<file path="src/rtl/fetch_queue_if.sv">
// fetch_queue_if: keeps up to MAX_OUTSTANDING fetches in flight and buffers them in a QUEUE_DEPTH queue ahead of ID.
// Latency: a response is visible on out_valid the cycle after data_ok; requests stop when in-flight plus queued reaches depth.
// FETCH_STAT_EN adds stat_fetched/stat_discarded counters.
`timescale 1ns/1ps
module fetch_queue_if #(
  parameter int          QUEUE_DEPTH     = 4,
  parameter int          MAX_OUTSTANDING = 2,
  parameter logic [31:0] RESET_PC        = 32'h1c000000
) (
  input  logic        clk,
  input  logic        rst,
  input  logic        ex_flush,
  input  logic [31:0] ex_entry,
  input  logic        ertn_flush,
  input  logic [31:0] ertn_entry,
  input  logic        br_taken,
  input  logic [31:0] br_target,
  input  logic        br_stall,
  output logic        req,
  output logic        wr,
  output logic [1:0]  size,
  output logic [31:0] addr,
  output logic [3:0]  wstrb,
  output logic [31:0] wdata,
  input  logic        addr_ok,
  input  logic        data_ok,
  input  logic [31:0] rdata,
  output logic        out_valid,
  input  logic        out_ready,
  output logic [31:0] pc_out,
  output logic [31:0] inst_out,
  output logic        has_exception_out,
  output logic [5:0]  ecode_out,
  output logic [8:0]  esubcode_out
`ifdef FETCH_STAT_EN
  ,
  output logic [31:0] stat_fetched,
  output logic [31:0] stat_discarded
`endif
);

  localparam int          QAW  = $clog2(QUEUE_DEPTH);
  localparam int          QPW  = QAW + 1;
  localparam int          PAW  = (MAX_OUTSTANDING > 1) ? $clog2(MAX_OUTSTANDING) : 1;
  localparam int          PFN  = 1 << PAW;
  localparam int          OW   = $clog2(MAX_OUTSTANDING + 1);
  localparam logic [31:0] QD_U = QUEUE_DEPTH;
  localparam logic [31:0] MO_U = MAX_OUTSTANDING;

  logic [31:0]            fetch_pc_q, fetch_pc_d;
  logic [OW-1:0]          outstanding_q, outstanding_d;
  logic [OW-1:0]          discard_q, discard_d;
  logic                   adef_hold_q, adef_hold_d;
  logic [PAW-1:0]         pf_wptr_q, pf_wptr_d, pf_rptr_q, pf_rptr_d;
  logic [31:0]            pf_pc_q [PFN];
  logic [31:0]            pf_pc_d [PFN];
  logic [QPW-1:0]         q_wptr_q, q_wptr_d, q_rptr_q, q_rptr_d;
  logic [31:0]            q_pc_q [QUEUE_DEPTH];
  logic [31:0]            q_pc_d [QUEUE_DEPTH];
  logic [31:0]            q_inst_q [QUEUE_DEPTH];
  logic [31:0]            q_inst_d [QUEUE_DEPTH];
  logic [QUEUE_DEPTH-1:0] q_exc_q, q_exc_d;

  logic           redir;
  logic [31:0]    redir_pc;
  logic [QPW-1:0] qcount, qcount_eff;
  logic           q_empty, q_full;
  logic           accept, data_drop, data_push, adef_push, q_push, q_pop;

  always_comb begin
    redir_pc = br_target;
    if (ex_flush) begin
      redir_pc = ex_entry;
    end else if (ertn_flush) begin
      redir_pc = ertn_entry;
    end
  end

  assign redir      = ex_flush | ertn_flush | br_taken;
  assign addr       = redir ? redir_pc : fetch_pc_q;
  assign qcount     = q_wptr_q - q_rptr_q;
  assign qcount_eff = redir ? '0 : qcount;
  assign q_empty    = (q_wptr_q == q_rptr_q);
  assign q_full     = (q_wptr_q[QAW] != q_rptr_q[QAW]) && (q_wptr_q[QAW-1:0] == q_rptr_q[QAW-1:0]);

  // Credit: every in-flight request must already own a queue slot, so the queue can never overflow.
  assign req = !adef_hold_q && (!br_stall || redir) && (addr[1:0] == 2'b00)
             && (32'(outstanding_q) < MO_U)
             && ((32'(outstanding_q) + 32'(qcount_eff)) < QD_U);

  assign accept    = req && addr_ok;
  assign data_drop = data_ok && (redir || (discard_q != '0));
  assign data_push = data_ok && !data_drop;
  assign adef_push = !redir && !adef_hold_q && (fetch_pc_q[1:0] != 2'b00)
                   && (outstanding_q == '0) && (discard_q == '0) && !q_full;
  assign q_push    = data_push || adef_push;
  assign q_pop     = out_valid && out_ready && !redir;

  always_comb begin
    fetch_pc_d    = fetch_pc_q;
    outstanding_d = outstanding_q + OW'(accept) - OW'(data_ok);
    discard_d     = discard_q;
    adef_hold_d   = adef_hold_q;
    pf_wptr_d     = pf_wptr_q;
    pf_rptr_d     = pf_rptr_q;
    pf_pc_d       = pf_pc_q;
    q_wptr_d      = q_wptr_q;
    q_rptr_d      = q_rptr_q;
    q_pc_d        = q_pc_q;
    q_inst_d      = q_inst_q;
    q_exc_d       = q_exc_q;

    if (accept) begin
      fetch_pc_d         = addr + 32'd4;
      pf_pc_d[pf_wptr_q] = addr;
      pf_wptr_d          = pf_wptr_q + 1'b1;
    end else if (redir) begin
      fetch_pc_d = redir_pc;
    end
    if (data_ok) begin
      pf_rptr_d = pf_rptr_q + 1'b1;
    end

    // After a redirect every response still in flight is stale, including ones already counted.
    if (redir) begin
      discard_d   = outstanding_q - OW'(data_ok);
      adef_hold_d = 1'b0;
      q_wptr_d    = '0;
      q_rptr_d    = '0;
    end else begin
      if (data_drop) begin
        discard_d = discard_q - 1'b1;
      end
      if (adef_push) begin
        adef_hold_d = 1'b1;
      end
      if (q_push) begin
        q_pc_d[q_wptr_q[QAW-1:0]]   = data_push ? pf_pc_q[pf_rptr_q] : fetch_pc_q;
        q_inst_d[q_wptr_q[QAW-1:0]] = data_push ? rdata : 32'h0;
        q_exc_d[q_wptr_q[QAW-1:0]]  = !data_push;
        q_wptr_d                    = q_wptr_q + 1'b1;
      end
      if (q_pop) begin
        q_rptr_d = q_rptr_q + 1'b1;
      end
    end
  end

  always_ff @(posedge clk) begin
    if (rst) begin
      fetch_pc_q    <= RESET_PC;
      outstanding_q <= '0;
      discard_q     <= '0;
      adef_hold_q   <= 1'b0;
      pf_wptr_q     <= '0;
      pf_rptr_q     <= '0;
      pf_pc_q       <= '{default: '0};
      q_wptr_q      <= '0;
      q_rptr_q      <= '0;
      q_pc_q        <= '{default: '0};
      q_inst_q      <= '{default: '0};
      q_exc_q       <= '0;
    end else begin
      fetch_pc_q    <= fetch_pc_d;
      outstanding_q <= outstanding_d;
      discard_q     <= discard_d;
      adef_hold_q   <= adef_hold_d;
      pf_wptr_q     <= pf_wptr_d;
      pf_rptr_q     <= pf_rptr_d;
      pf_pc_q       <= pf_pc_d;
      q_wptr_q      <= q_wptr_d;
      q_rptr_q      <= q_rptr_d;
      q_pc_q        <= q_pc_d;
      q_inst_q      <= q_inst_d;
      q_exc_q       <= q_exc_d;
    end
  end

  assign out_valid         = !q_empty;
  assign pc_out            = q_pc_q[q_rptr_q[QAW-1:0]];
  assign inst_out          = q_inst_q[q_rptr_q[QAW-1:0]];
  assign has_exception_out = q_exc_q[q_rptr_q[QAW-1:0]];
  assign ecode_out         = has_exception_out ? 6'h8 : 6'h0;
  assign esubcode_out      = 9'h0;
  assign wr                = 1'b0;
  assign size              = 2'b10;
  assign wstrb             = 4'h0;
  assign wdata             = 32'h0;

`ifdef FETCH_STAT_EN
  logic [31:0] stat_fetched_q, stat_fetched_d;
  logic [31:0] stat_discarded_q, stat_discarded_d;

  always_comb begin
    stat_fetched_d   = stat_fetched_q;
    stat_discarded_d = stat_discarded_q;
    if (q_push && (stat_fetched_q != 32'hffffffff)) begin
      stat_fetched_d = stat_fetched_q + 32'd1;
    end
    if (data_drop && (stat_discarded_q != 32'hffffffff)) begin
      stat_discarded_d = stat_discarded_q + 32'd1;
    end
  end

  always_ff @(posedge clk) begin
    if (rst) begin
      stat_fetched_q   <= '0;
      stat_discarded_q <= '0;
    end else begin
      stat_fetched_q   <= stat_fetched_d;
      stat_discarded_q <= stat_discarded_d;
    end
  end

  assign stat_fetched   = stat_fetched_q;
  assign stat_discarded = stat_discarded_q;
`endif

endmodule

</file>
<file path="config.mk">
export PLATFORM = sky130hd
export DESIGN_NAME = fetch_queue_if
export DESIGN_NICKNAME = d
export VERILOG_FILES = /design/src/rtl/fetch_queue_if.sv
export SDC_FILE = /design/constraint.sdc
export NUM_CORES = 1
export LEC_CHECK = 0
export BUFFER_PORTS_ARGS = -buffer_cell sky130_fd_sc_hd__buf_2
export CORE_MARGIN = 4
export CORE_UTILIZATION = 40
export DETAILED_ROUTE_END_ITERATION = 6
export GPL_TIMING_DRIVEN = 0
export PLACE_DENSITY = 0.73
export SETUP_SLACK_MARGIN = 0.4
export SYNTH_ARGS = -nofsm -noshare
export SYNTH_HDL_FRONTEND = slang
export SYNTH_SLANG_ARGS = --single-unit
</file>
<file path="constraint.sdc">
create_clock -name clk -period 3.7 [get_ports clk]
set_input_delay 0.925 -clock clk [delete_from_list [all_inputs] [get_ports clk]]
set_output_delay 0.925 -clock clk [all_outputs]
set_load 0.02 [all_outputs]
</file>
; Yosys cells after proc, flatten, opt, wreduce, memory -nomap -nowiden
; Index checks and enable logic that the tools add are counted.
; Widths: inputs -> output; s select.
[word_totals]
regBits = 369
in_bits = 137
output_inout_bits = 153
elab_cells = 118
[op_classes]
addsub = 11
order_cmp = 11
eq_ne = 3
muxes = 31
bitwise = 7
reduce_logical = 36
[ops]
columns = op, n
row1 = $mux 32, 15
row2 = $bwmux 128, 2
row3 = $bmux 32 s2, 2
row4 = $bwmux 64, 1
row5 = $demux 32 s2, 1
row6 = $add 32x3->32 const B, 1
row7 = $demux 32 s1, 1
row8 = $logic_and 1x1->1, 18
row9 = $logic_not 1->1, 7
row10 = $add 3x1->3 const B, 2
row11 = $ge 3x3->1 const B, 2
row12 = $logic_not 2->1, 3
row13 = $lt 2x3->1 const B, 2
row14 = $not 2->3, 2
row15 = $reduce_bool 2->1, 3
row16 = $add 2x3->4, 1
row17 = $bwmux 4, 1
row18 = $ge 2x2->1 const B, 2
row19 = $lt 4x3->1 const B, 1
row20 = $mux 2, 2
row21 = $mux 4, 1
row22 = $not 1->2, 2
row23 = $sub 2x1->2, 2
row24 = $eq 3x3->1, 1
row25 = other kinds (19), 24

; Logic depth before layout (Yosys ltp)
[depth]
ltp_word = 10
ltp_mapped = 17
ltp_nobuf = 16

; Worst setup path before layout
; OpenSTA, ideal clock, no wires.
[synth_path]
path_type = input to register
start = input port ertn_flush
end = register fetch_pc_q[22]
setup_time_ns = 0.070
arrival_time_ns = 3.906
required_time_ns = 3.630
setup_slack_ns = -0.276
cell_stages = 16
n_path_buf = 6
path_cell_list = buf_6 > buf_6 > nor3_1 > buf_2 > buf_1 > and2_1 > ha_1 > nand3b_1 > a31o_2 > nor4b_4 > and2_1 > buf_2 > nand3_1 > buf_2 > or4_1 > a21oi_1
[synth_via]
elab_chain_len = 9
word_cells_on_any_way = 17
[synth_rtl]
columns = item, line_no
row1 = start: declaration, 14  ; input logic ertn_flush,
row2 = "parallel branches: the longest is 8 deep, another holds $add 32x3->32", n/a
row3 = $mux 32 (*), 113  ; if (accept) begin
row4 = end signal: assignment, 164  ; fetch_pc_q <= fetch_pc_d;
row5 = end: declaration, 50  ; logic [31:0] fetch_pc_q, fetch_pc_d;
; Every way passes the cells marked *.
; A chain may end at the register's enable or synchronous reset.

; Worst setup path after layout
[layout_path]
start = register q_rptr_q[1]
end = output port req
[layout_via]
elab_chain_len = 5
[layout_rtl]
columns = item, line_no
row1 = start: declaration, 57  ; logic [QPW-1:0] q_wptr_q, q_wptr_d, q_rptr_q, q_rptr_d;
row2 = start signal: assignment, 172  ; q_rptr_q <= q_rptr_d;
row3 = $sub 3x3->3, 81  ; assign qcount = q_wptr_q - q_rptr_q;
row4 = $mux 3, 82  ; assign qcount_eff = redir ? '0 : qcount;
row5 = $add 2x3->4, 89  ; && ((32'(outstanding_q) + 32'(qcount_eff)) < QD_U);
row6 = $lt 4x3->1, 89
row7 = $logic_and 1x1->1, 89
row8 = end: declaration, 19  ; output logic req,
; Every way passes these cells.

==> metrics.cfg <==
[critical_path]
worstSetupEndpointType = output pin
slowest_stage = fa_1
r2r_cells = 16
cp.required_ns = 2.77
slowest_delay_ns = 0.48
arrival_ns = 2.69
crit_fanout = 2
reg2reg_slack_ns = 0.40
crit_path_frequent_cell = nand3b_1
startpoint_type = flop
critPathKind = flop to output pin
cp_cell_sequence = buf_12, clkbuf_16, inv_6, fa_1, and2_4, ha_4, nand3b_1, a31o_2, nand3b_1, nor3_2, buf_4

[sta]
hold_violations = 0
finalCritPeriodShare = 0.977
worstMarginPinSlew_ns = 0.873
rsz0062_at_grt = yes
slew_viol_final = 0
holdWs_ns = 0.453
maxSlewHeadroom = 0.418
fin_ws_ns = 0.0854
finalCriticalPeriod_ns = 3.61
finalSetupViolCount = 0
skew_ns = 0.0135
clock.fmax_mhz = 277

[clock_tree]
cts_tree = built
path_clk_slew_ns = 0.06
cts-root-buf = clkbuf_16
cts_max_path_buffers = 3
clkLatencyLatePin_ns = 0.53
htreeDepth = 2
clock_sinks = 369
cts_hold_buf = 0
numCtsBuffers = 37

[synth]
ys_types = 70
synth_edf_count = 0
ys_seq_elements = 369
yosys_warnings = 0
synth-main-ff-cell = dfxtp_1
ys_seq_area_frac = 0.424
syn_area_per_cell_um2 = 8.35
synth_area_um2 = 17400
syn_inst = 2084
synth_area_leaders = dfxtp_1, a21oi_1, nand2_1
async_reset_ff_frac = 0
yosysTopAreaCell = dfxtp_1
netlist.area_leader.share = 0.424

[power]
p_switching_w = 0.00241
power.density_nw_per_um2 = 424
power.internal_w = 0.00687
vdd_drop_max_mv = 0.305
seq_power_share = 0.443
p_sw_frac = 0.260
pwr-share-clk = 0.427
p_leak_nw = 8.16
combPwrFrac = 0.130

[floorplan]
start_util = 0.404
rows = 76
dieHeight_um = 217
floorplan.die_area_um2 = 46900
io_pins = 290
core_um2 = 43100
die-width_um = 217

[status]
status = completed

[global_route]
grt_pass1_vias = 16400
grt_pass1_wl_um = 90400
grt_max_degree = 15
antenna_found_initial = 9
grtUsageTotal = 0.240
gr-total-overflow = 0

[final_layout]
fin_cells = 3084
nets = 2615
layout_commonest_cell = nand2_1
drive_above_1_share = 0.249
most-common-layout-cells = nand2_1, dfxtp_1, a21oi_1, buf_2, nor2_1
syn2layout_area_growth_pct = 25.6

[routing]
ant_nets = 0
viasPerCell = 5.61
vias = 17300
wirelength_um = 60900
remaining_drc_errors = 0
drtIter0Drc = 1552
wl_per_cell_um = 19.7
drt_pre_antenna_iters = 6

[placement]
globalplace.congestion = 0.941
dp_hpwl_um = 43300
place_ws_ns = -0.937
dp.cells = 2953
io_buffers = 233

[min_path]
min_path_cells = 2
hold_class = flop to flop

[flow_run]
drv_cap = 0

==> Yosys cell counts (3+ instances only) <==
library cell	instances
a211oi_1	56
nor3b_1	4
nand3_1	139
and3_1	9
nor3_1	29
xor2_1	5
or4_1	5
a2bb2oi_1	7
or3_1	9
buf_2	8
nand3b_1	13
a21o_1	3
mux2i_1	50
buf_4	60
inv_1	33
buf_6	7
mux4_2	65
buf_1	27
o22ai_1	6
ha_1	13
o31a_1	4
a22oi_1	4
nor2b_1	12
nand2_1	432
a21oi_1	331
o21ai_0	13
nor2_1	144
nand2b_1	9
nand4_1	7
xnor2_1	16
and2_1	13
nor4_1	4
dfxtp_1	369
o31ai_1	7
clkbuf_1	125
==> per-layer routing <==
layer | routed length, µm | part of all wire | GRT usage | vias to the layer above
met2 | 28400 | 0.47 | 0.391 | 1039
met3 | 5820 | 0.096 | 0.0412 | 175
met1 | 24000 | 0.39 | 0.313 | 8212
li1 | - | - | - | 7884
met5 | 13 | 0.00021 | 0 | -
met4 | 2680 | 0.044 | 0.106 | 2
==> worst max-delay path, delay by kind of cell (launching register included) <==
kind / cells / cell delay [ns]
buffers and inverters: 4 / 0.42
adders and majority gates: 2 / 0.73
and+or+nand+nor: 4 / 0.43
AOI/OAI and AO/OA: 1 / 0.22
DFF: 1 / 0.37
==> cell families after synthesis <==
kind of cell	synth area share
xor gates and xnor gates	0.0119
adders and majority gates	0.0105
AOI/OAI and AO/OA	0.152
and+or+nand+nor	0.214
other	0.000432
DFF	0.424
buffers and inverters	0.0739
muxes	0.114
==> state kept, by name, indices dropped and copies added (netlist names) <==
signal	count
adef_hold_q	1
discard_q	2
fetch_pc_q	32
outstanding_q	2
pf_pc_q	64
pf_rptr_q	1
pf_wptr_q	1
q_exc_q	4
q_inst_q	128
q_pc_q	128
q_rptr_q	3
q_wptr_q	3
==> power groups by stage <==
| stage | Combinational, W | Sequential, W | Clock [W] |
|---|---|---|---|
| final | 0.00120 | 0.00411 | 0.00396 |
| after global routing | 0.00127 | 0.00411 | 0.00414 |
| after CTS | 0.00111 | 0.00411 | 0.00396 |
| after detailed placement | 0.00105 | 0.00419 | 0 |
| after global placement | 0.00104 | 0.00419 | 0 |
| after floorplan | 0.000691 | 0.00417 | 0 |
==> final cells by class <==
type / count / area, µm²
tap: 585 / 732
timing repair buffer: 290 / 1650
buffer: 228 / 1400
sequential: 369 / 7400
inverter: 35 / 144
clock buffer: 60 / 1170
clock inverter: 7 / 114
multi-input combinational: 1503 / 9230
antenna: 7 / 17.5
fill: 3954 / 21200
==> what timing repair did <==
action                     4_1_cts  5_1_grt
setup endpoints to repair      447      241
setup buffers                   33       23
gates cloned                     0        1
resized for setup               96       95
pin swaps                       13       22
==> per-stage QoR <==
step / total power (W) / TNS (ns) / utilization / instance area [µm²]
2_1_floorplan: 0.00486 / 0 / - / 17700
3_3_place_gp: 0.00523 / -144.67 / 0.455 / 19600
3_5_place_dp: 0.00524 / -180.01 / 0.455 / 19600
4_1_cts: 0.00917 / 0 / 0.497 / 21400
5_1_grt: 0.00952 / 0 / 0.508 / 21900
6_report: 0.00928 / 0 / 0.508 / 21900
==> path summary, 6_finish.rpt <==
| path | from | endpoint |
|---|---|---|
| worst max-delay path | q_rptr_q[1] | req |
| worst min-delay path | q_pc_q[54] | q_pc_q[54] |
| worst max register to register | q_rptr_q[1] | fetch_pc_q[22] |
| worst min register to register | q_pc_q[54] | q_pc_q[54] |
Power figures use the tool's default switching activity.
